===== config.mk =====
export PLATFORM = sky130hd
export DESIGN_NAME = multi_pulse_generator
export DESIGN_NICKNAME = d
export VERILOG_FILES = /design/src/rtl/multi_pulse_generator.sv
export SDC_FILE = /design/constraint.sdc
export NUM_CORES = 1
export LEC_CHECK = 0
export CORE_MARGIN = 1
export CORE_UTILIZATION = 59
export DETAILED_ROUTE_END_ITERATION = 16
export GPL_TIMING_DRIVEN = 0
export PLACE_DENSITY = 0.8
export SETUP_SLACK_MARGIN = 0.3
export SLEW_MARGIN = 5
export SYNTH_ARGS = -nofsm -noshare
export SYNTH_HDL_FRONTEND = slang
export SYNTH_SLANG_ARGS = --single-unit
export TNS_END_PERCENT = 1

===== constraint.sdc =====
create_clock -name clk -period 5.2 [get_ports clk]
set_input_delay 1.04 -clock clk [delete_from_list [all_inputs] [get_ports clk]]
set_output_delay 1.04 -clock clk [all_outputs]
set_load 0.005 [all_outputs]

===== src/rtl/multi_pulse_generator.sv =====
// Multi-channel periodic pulse generator with per-channel shadow/active config sets.
// Optional burst mode (cfg_count, DONE state, done output) is built when PULSE_GEN_BURST_EN is defined.
module multi_pulse_generator #(
    parameter int CH = 2,
    parameter int CW = 16
) (
    input  logic            clk,
    input  logic            rst_n,
    input  logic            run,
    input  logic            cfg_we,
    input  logic [2:0]      cfg_ch,
    input  logic [CW-1:0]   cfg_period,
    input  logic [CW-1:0]   cfg_width,
    input  logic [CW-1:0]   cfg_phase,
    input  logic [CW-1:0]   cfg_count,
    output logic [CH-1:0]   pulse_out,
    output logic [CH-1:0]   done,
    output logic [2*CH-1:0] o_dbg_state
);

    typedef enum logic [1:0] {
        S_IDLE  = 2'd0,
        S_DELAY = 2'd1,
        S_RUN   = 2'd2,
        S_DONE  = 2'd3
    } state_t;

    localparam logic [CW-1:0] C_ONE   = CW'(1);
    localparam logic [CW-1:0] C_P_RST = CW'(128);

`ifndef PULSE_GEN_BURST_EN
    logic w_cfg_count_unused;
    assign w_cfg_count_unused = ^cfg_count;
`endif

    for (genvar c = 0; c < CH; c++) begin : g_ch
        localparam logic [2:0] C_IDX = 3'(c);

        state_t        r_state;
        state_t        w_state_nxt;
        logic [CW-1:0] r_sh_p, r_sh_w, r_sh_d;
        logic [CW-1:0] r_act_p, r_act_w, r_act_d;
        logic [CW-1:0] r_cnt, w_cnt_nxt;
        logic [CW-1:0] w_p_nxt, w_w_nxt;
        logic          w_wr, w_boundary, w_load, w_pulse_nxt, r_pulse;
`ifdef PULSE_GEN_BURST_EN
        logic [CW-1:0] r_sh_n, r_act_n, r_pcnt, w_pcnt_nxt, w_pcnt_inc;
        logic          w_done_nxt, r_done;
`endif

        assign w_wr   = cfg_we && (cfg_ch == C_IDX);
        // Active P/W follow the shadow while idle and at every period boundary.
        assign w_load = (r_state == S_IDLE) || w_boundary;

        always_ff @(posedge clk or negedge rst_n) begin
            if (!rst_n) begin
                r_sh_p <= C_P_RST;
                r_sh_w <= C_ONE;
                r_sh_d <= '0;
            end else if (w_wr) begin
                r_sh_p <= cfg_period;
                r_sh_w <= cfg_width;
                r_sh_d <= cfg_phase;
            end
        end

        always_ff @(posedge clk or negedge rst_n) begin
            if (!rst_n) begin
                r_act_p <= C_P_RST;
                r_act_w <= C_ONE;
                r_act_d <= '0;
            end else begin
                if (w_load) begin
                    r_act_p <= r_sh_p;
                    r_act_w <= r_sh_w;
                end
                if (r_state == S_IDLE) begin
                    r_act_d <= r_sh_d;
                end
            end
        end

        always_ff @(posedge clk or negedge rst_n) begin
            if (!rst_n) begin
                r_state <= S_IDLE;
                r_cnt   <= '0;
                r_pulse <= 1'b0;
            end else begin
                r_state <= w_state_nxt;
                r_cnt   <= w_cnt_nxt;
                r_pulse <= w_pulse_nxt;
            end
        end

`ifdef PULSE_GEN_BURST_EN
        // pcnt saturates rather than wrapping in continuous mode.
        assign w_pcnt_inc = (r_pcnt == '1) ? r_pcnt : r_pcnt + C_ONE;

        always_ff @(posedge clk or negedge rst_n) begin
            if (!rst_n) begin
                r_sh_n  <= '0;
                r_act_n <= '0;
                r_pcnt  <= '0;
                r_done  <= 1'b0;
            end else begin
                if (w_wr) begin
                    r_sh_n <= cfg_count;
                end
                if (r_state == S_IDLE) begin
                    r_act_n <= r_sh_n;
                end
                r_pcnt <= w_pcnt_nxt;
                r_done <= w_done_nxt;
            end
        end
`endif

        always_comb begin
            w_state_nxt = r_state;
            w_cnt_nxt   = r_cnt;
            w_boundary  = 1'b0;
`ifdef PULSE_GEN_BURST_EN
            w_pcnt_nxt  = r_pcnt;
`endif
            if (!run) begin
                w_state_nxt = S_IDLE;
                w_cnt_nxt   = '0;
`ifdef PULSE_GEN_BURST_EN
                w_pcnt_nxt  = '0;
`endif
            end else begin
                case (r_state)
                    S_IDLE: begin
                        // The phase decision uses the shadow value being copied on this edge.
                        if (r_sh_d != '0) begin
                            w_state_nxt = S_DELAY;
                            w_cnt_nxt   = C_ONE;
                        end else begin
                            w_state_nxt = S_RUN;
                            w_cnt_nxt   = '0;
                        end
                    end
                    S_DELAY: begin
                        if (r_cnt == r_act_d) begin
                            w_state_nxt = S_RUN;
                            w_cnt_nxt   = '0;
                        end else begin
                            w_cnt_nxt = r_cnt + C_ONE;
                        end
                    end
                    S_RUN: begin
                        if (r_act_p == '0) begin
                            w_cnt_nxt = '0;
                        end else if (r_cnt == r_act_p - C_ONE) begin
                            w_boundary = 1'b1;
                            w_cnt_nxt  = '0;
`ifdef PULSE_GEN_BURST_EN
                            w_pcnt_nxt = w_pcnt_inc;
                            if ((r_act_n != '0) && (w_pcnt_inc == r_act_n)) begin
                                w_state_nxt = S_DONE;
                            end
`endif
                        end else begin
                            w_cnt_nxt = r_cnt + C_ONE;
                        end
                    end
                    default: begin
                    end
                endcase
            end
        end

        // Outputs are registered, so they are decoded from the next state and next active set.
        always_comb begin
            w_p_nxt     = w_load ? r_sh_p : r_act_p;
            w_w_nxt     = w_load ? r_sh_w : r_act_w;
            w_pulse_nxt = (w_state_nxt == S_RUN) && (w_p_nxt != '0) && (w_cnt_nxt < w_w_nxt);
`ifdef PULSE_GEN_BURST_EN
            w_done_nxt  = (w_state_nxt == S_DONE);
`endif
        end

        assign pulse_out[c]          = r_pulse;
        assign o_dbg_state[2*c +: 2] = r_state;
`ifdef PULSE_GEN_BURST_EN
        assign done[c]               = r_done;
`else
        assign done[c]               = 1'b0;
`endif
    end

endmodule


==> reports/qor.csv, run 1 <==
metric,value,unit
Final min period,4650,ps
drt drc,0,
clk_lat worst skew,520,ps
WP data required,5660,ps
total gr overflow,0,
core footprint,19000,um2
Async SR Flop Fraction,1.00,
Buf/Inv on CP,2,
Post-Synth Adder-Cell Area,0.0367,
most common cell in the netlist,dfrtp_1,
Via density,6.08,
synth cell count leaders,"dfrtp_1, mux2_2, xor2_1",
Area growth syn-to-layout,17.0,%
Crit path largest cell delay,570,ps
Max Clk Rate,215,MHz
share of cells above drive strength 1,0.237,
Synth area leaders,"dfrtp_1, mux2_2, ha_1",
sequential share of the synthesized area,0.498,
PwrDens,434,nW/um2
Mapped Area,11600,um2
CP max stage cell,or4_1,
worst slew pin tran,929,ps
main combinational cell family by area after synthesis,multiplexers,
worst path cell trace,buf_2 -> or4_1 -> nor2_1 -> nor4b_2 -> xnor2_1 -> nor4_2 -> a21bo_2 -> clkbuf_4 -> a211oi_1 -> o21ai_0 -> o21ai_1 -> ha_1 -> a21o_1 -> a21o_1 -> a21oi_2 -> a211oi_1 -> a21boi_0 -> nor4b_1 -> o211a_1 -> o31a_1,
leakage power,6.03,nW
DP Wirelength,20400,um
first-pass GRT wire length,44100,um
M3 GR Usage,0.0461,
cell taking the most area after synthesis,dfrtp_1,
Compound-Gate Fraction of Synth Area,0.0806,
Critical Path Start Type,register,
post-synthesis simple-gate area fraction,0.109,
Ys Warns,0,
Pre-Repair DR Iteration Count,7,
Cells after Synth,996,
initial antenna violation count,0,
Peak supply drop,0.299,mV
post-route cell area,13600,um2
Final Cycle Share,0.894,
Slew HR,0.378,
Crit Path Max Fanout,10,
Port Buffer Count,60,
"Slew Viols, Final",0,
Die Y,142,um
XOR/XNOR Fraction of Synth Area,0.0590,
Post-synth EDFFs,0,
Die X-Extent,142,um
worst min path class,primary input to async pin,
TritonCTS Buffers,24,
kind of critical path,register to register,
Global Route met2 Usage,0.458,
H-tree depth,1,
Detailed Route WL,27900,um
vias in the first global route,8173,
Tot GR Track Use,0.285,
mux contribution to synthesized area,0.184,
"Hold Vio Cnt, Final",0,
CTS tree,yes,
vias,8307,
Worst-path clk slew,60,ps
crit end category,register,
post-placement cell area,12600,um2
max cap viols,0,
Root Driver,clkbuf_16,
Worst EP arrival,5110,ps
# diodes,0,
Main synth FF type,dfrtp_1,
Setup Skew,7.58,ps
Final setup viols,0,
DR WL/cell,20.4,um
Overall Power,5.88,mW
post-synth top area share,0.479,
Top Ports,79,
Initial Util,0.611,
# nets final,1195,
GP Congestion,0.904,
Total Die Area,20200,um2
met1 usage in global routing,0.403,
Initial DRC Count,547,
Synth cell types,67,
"FF+latch count, synth",230,
status,"finished, final reports clean",
gr busiest metal,met2,
clock buffer depth,3,
Mean Syn Cell Area,11.6,um2
Crit path max-delay family,compound AO/OA/AOI/OAI gates,
row count,50,
RSZ-0062 raised after global routing,true,
pin count of the biggest net entering global routing,121,
clk sink count,230,
antenna violation net count after detailed routing,0,
==> power by group <==
part | total [mW] | switching, mW | internal, mW
clock | 1.74 | 0.702 | 1.03
combinational | 1.47 | 0.710 | 0.760
sequential | 2.67 | 0.417 | 2.26
total | 5.88 | 1.83 | 4.05
==> state kept, by name, indices dropped and copies added, names as in the netlist <==
register,flops
g_ch.r_act_d,32
g_ch.r_sh_w,32
g_ch.r_pulse,2
g_ch.r_cnt,32
g_ch.r_state,4
g_ch.r_sh_p,32
g_ch.r_act_p,32
g_ch.r_sh_d,32
g_ch.r_act_w,32
==> stage by stage <==
| step | setup TNS [ps] | std cells | setup WS, ps | hold slack [ps] | util |
|---|---|---|---|---|---|
| floorplan | 0 | 997 | 868 | 452 | - |
| global placement | -1433090 | 1317 | -6360 | 474 | 0.660 |
| detailed placement | -360 | 1319 | -234 | 482 | 0.663 |
| CTS | 0 | 1365 | 296 | 275 | 0.710 |
| global route | 0 | 1367 | 294 | 273 | 0.715 |
| finish | 0 | 1367 | 549 | 285 | 0.715 |
==> cell usage in the layout (no fill, tap or decap), drive strengths merged, types with 7 or more instances in the layout <==
cell / count
a21o: 14
a21oi: 25
buf: 24
dfstp: 8
o21ai: 42
ha: 34
nand3: 16
mux2i: 29
nor4: 36
nand3b: 8
mux2: 163
xnor2: 31
clkdlybuf4s50: 59
dfrtp: 222
a211oi: 15
nor2: 43
clkinv: 7
nand4: 16
clkbuf: 71
and3: 15
nor3: 17
xor2: 47
inv: 38
nand2: 44
==> timing repair <==
| action | CTS | global route |
|---|---|---|
| buffers inserted | 3 | 2 |
| resized for setup | 12 | 21 |
| pin swaps | 1 | 7 |
| hold buffers | 0 | 0 |
| setup endpoints to repair | 2 | 2 |
==> cells by family (layout without fill, tap and decap cells) <==
logic type / count (synthesis) / count (layout)
AOI/OAI and AO/OA: 140 / 140
xor gates and xnor gates: 78 / 78
adders and majority gates: 34 / 34
buffers and inverters: 91 / 201
DFF: 230 / 230
muxes: 192 / 192
other: 1 / 2
and+or+nand+nor: 230 / 230
==> layout make-up <==
| class | instances | area (um2) |
|---|---|---|
| plain buffers | 53 | 256 |
| clock buffers | 34 | 699 |
| clock inverters | 9 | 98.8 |
| fillers | 1374 | 5400 |
| inverters | 38 | 143 |
| multi-input cells | 676 | 5560 |
| flip-flops and latches | 230 | 5770 |
| well taps | 260 | 325 |
| repair buffers | 67 | 698 |
==> per-layer routing <==
layer / vias to the layer above / wire length (um) / share of wire
met1: 4166 / 12500 / 0.45
met4: 0 / 648 / 0.023
met3: 50 / 1740 / 0.062
li1: 3790 / - / -
met2: 301 / 13100 / 0.47
met5: - / 0 / 0
==> path summary, 6_finish.rpt <==
kind / cells after the start / endpoint / startpoint / slack (ps)
setup / recovery: 20 / g_ch[1].r_pulse$_DFF_PN0_ / g_ch[1].r_act_p[2]$_DFF_PN0_ / 550
hold / removal: 1 / g_ch[0].r_act_p[2]$_DFF_PN0_ / rst_n / 280
setup reg to reg: 20 / g_ch[1].r_pulse$_DFF_PN0_ / g_ch[1].r_act_p[2]$_DFF_PN0_ / 550
hold reg to reg: 2 / g_ch[1].r_act_w[1]$_DFF_PN0_ / g_ch[1].r_act_w[1]$_DFF_PN0_ / 490
max in group asynchronous: 3 / g_ch[1].r_act_d[7]$_DFFE_PN0P_ / rst_n / 3670
min in group clk: 2 / g_ch[1].r_act_w[1]$_DFF_PN0_ / g_ch[1].r_act_w[1]$_DFF_PN0_ / 490
Power figures use the tool's default switching activity.
==> run 2: changes to the inputs <==
--- a/config.mk
+++ b/config.mk
@@ -7,11 +7,12 @@
 export LEC_CHECK = 0
 export CORE_MARGIN = 1
 export CORE_UTILIZATION = 59
+export CTS_BUF_LIST = sky130_fd_sc_hd__clkbuf_4 sky130_fd_sc_hd__clkbuf_8 sky130_fd_sc_hd__clkbuf_16
 export DETAILED_ROUTE_END_ITERATION = 16
 export GPL_TIMING_DRIVEN = 0
 export PLACE_DENSITY = 0.8
 export SETUP_SLACK_MARGIN = 0.3
-export SLEW_MARGIN = 5
+export SLEW_MARGIN = 20
 export SYNTH_ARGS = -nofsm -noshare
 export SYNTH_HDL_FRONTEND = slang
 export SYNTH_SLANG_ARGS = --single-unit
==> run 2 against run 1 <==
Clock power is 4% higher. Highest routed layer unchanged. Utilization up 0.19 points. Register-to-register slack hardly changed. Critical path depth up 1. Critical path type unchanged. Flip-flop and latch count unchanged. Count of clock-buffer cells in the layout grew 2. First-iteration DRC count grew 13%. Final cell count did not move. Cell area is 0.27% higher. Global-route usage up 0.065 points.
==> reports/qor.csv, run 2 (synthesis results as in run 1) <==
metric,value,unit,change
Clock Power Share,0.304,,+0.009
leakage power,6.06,nW,+0.48%
Die Y,142,um,unchanged
row count,50,,unchanged
initial antenna violation count,0,,unchanged
placed cells,1319,,unchanged
pin count of the biggest net entering global routing,104,,-14%
sequential power share,0.449,,-0.006
Tot GR Track Use,0.286,,+0.000648
Die X-Extent,142,um,unchanged
Max Clk Rate,215,MHz,about the same
"Slew Viols, Final",0,,unchanged
TritonCTS Buffers,24,,unchanged
Worst EP arrival,5050,ps,-60 ps
"Hold Vio Cnt, Final",0,,unchanged
# diodes,0,,unchanged
crit end category,register,,
DP Wirelength,20500,um,+0.53%
Setup Skew,7.40,ps,-0.174 ps
internal power,4.14,mW,+2.3%
Final setup viols,0,,unchanged
Port Buffer Count,60,,unchanged
Initial DRC Count,620,,+13%
status,"finished, final reports clean",,
most frequent cells in the layout,"dfrtp_1, mux2_2, clkdlybuf4s50_1",,
Worst Setup SP,g_ch[0].r_act_p[0]$_DFF_PN0_,,
switching share of total power,0.303,,-0.00778
first-pass GRT wire length,44200,um,+0.22%
clock buffer depth,3,,unchanged
drt drc,0,,unchanged
post-placement cell area,12600,um2,unchanged
vias in the first global route,8207,,+0.42%
DR WL/cell,20.4,um,-0.35%
clk_lat worst skew,510,ps,about the same
post-route cell area,13600,um2,+0.27%
worst path cell trace,inv_1 -> ha_2 -> nor4b_4 -> buf_4 -> nor2b_1 -> xnor2_1 -> nand4_1 -> nor4_4 -> o21ba_2 -> clkbuf_4 -> buf_6 -> o21ai_0 -> nand2_1 -> a21oi_1 -> ha_1 -> and4_1 -> a21oi_1 -> a211oi_1 -> a2111oi_2 -> nand2_1 -> a2111oi_4,,
PwrDens,437,nW/um2,+0.85%
total gr overflow,0,,unchanged
antenna violation net count after detailed routing,0,,unchanged
Pre-Repair DR Iteration Count,5,,-2
Peak supply drop,0.268,mV,-10%
utilization after layout,0.717,,+0.00192
Total Die Area,20200,um2,unchanged
worst slew pin tran,853,ps,-76.5 ps
# nets final,1194,,-0.084%
r2r startpoint,g_ch[0].r_act_p[0]$_DFF_PN0_,,
WP data required,5600,ps,-60 ps
combinational share of power,0.247,,-0.003
Critical Path Start Type,register,,
Root Driver,clkbuf_16,,
H-tree depth,1,,unchanged
vias,8245,,-0.75%
Crit Path Max Fanout,10,,unchanged
GP Congestion,0.904,,unchanged
Final Cycle Share,0.894,,about the same
Detailed Route WL,27800,um,-0.35%
max cap viols,0,,unchanged
Slew HR,0.429,,+0.0512
Net Sw Power,1.80,mW,-1.4%
"commonest non-fill, non-tap cell in the layout",dfrtp_1,,
core footprint,19000,um2,unchanged
CTS tree,yes,,
Final min period,4650,ps,-1.85 ps
Area growth syn-to-layout,17.3,%,
share of cells above drive strength 1,0.241,,+0.00452
Worst-path clk slew,60,ps,about the same
Crit path largest cell delay,450,ps,-120 ps
Layout Cells excl Fill,1367,,unchanged
worst min path class,primary input to async pin,,
kind of critical path,register to register,,
clk sink count,230,,unchanged
Top Ports,79,,unchanged
CP max stage cell,dfrtp_2,,
hold buffer count at cts,0,,unchanged
Overall Power,5.94,mW,+1.1%
Via density,6.03,,-0.75%
Initial Util,0.611,,unchanged
RSZ-0062 raised after global routing,true,,
run 2: layout make-up:
cell class | instances | area, um2
clock inverters | 8 | 119
clock buffers | 36 | 733
repair buffers | 66 | 691
fillers | 1357 | 5370
flip-flops and latches | 230 | 5770
plain buffers | 53 | 256
inverters | 38 | 143
well taps | 260 | 325
multi-input cells | 676 | 5550
run 2: worst max-delay path, delay by kind of cell (launching register included):
family | cells | cell delay (ps)
AND/OR/NAND/NOR | 7 | 1410
AO/OA/AOI/OAI | 7 | 1350
buffers and inverters | 4 | 630
adder cells (fa/ha/maj) | 2 | 560
flip-flops | 1 | 450
XOR/XNOR | 1 | 130
run 2: timing repair:
item / in CTS / in global routing
endpoints found under the setup margin: 2 / 2
pin swaps: 0 / 9
setup buffers: 3 / 1
resized for setup: 9 / 27
run 2: power by group through the flow:
stage          combinational, mW  clock [mW]  sequential [mW]
2_1_floorplan               1.08           0             2.52
3_3_place_gp                1.34           0             2.66
3_5_place_dp                1.40           0             2.68
4_1_cts                     1.45        1.83             2.65
5_1_grt                     1.62        1.91             2.73
6_report                    1.47        1.81             2.67
run 2: layer usage:
metal / routed length [um] / global-route usage / up-vias / part of all wire
li1: - / - / 3797 / -
met3: 1950 / 0.0427 / 56 / 0.070
met1: 12200 / 0.402 / 4094 / 0.44
met4: 637 / 0.0781 / 0 / 0.023
met2: 13100 / 0.464 / 298 / 0.47
met5: 0 / 0 / - / 0
run 2: path summary, 6_finish.rpt:
kind | endpoint | cells past startpoint | slack (ps)
max in group asynchronous | g_ch[1].r_act_w[0]$_DFF_PN1_ | 3 | 3590
hold / removal | g_ch[0].r_act_p[6]$_DFF_PN0_ | 1 | 380
min in group clk | g_ch[1].r_act_w[15]$_DFF_PN0_ | 2 | 490
hold reg to reg | g_ch[1].r_act_w[15]$_DFF_PN0_ | 2 | 490
setup / recovery | g_ch[0].r_pulse$_DFF_PN0_ | 21 | 550
setup reg to reg | g_ch[0].r_pulse$_DFF_PN0_ | 21 | 550
run 2: metrics by stage:
stage	setup TNS, ps	setup WS, ps	hold slack (ps)
2_1_floorplan	0	868	452
3_3_place_gp	-1433090	-6360	474
3_5_place_dp	-306	-192	483
4_1_cts	0	295	383
5_1_grt	0	303	389
6_report	0	551	385
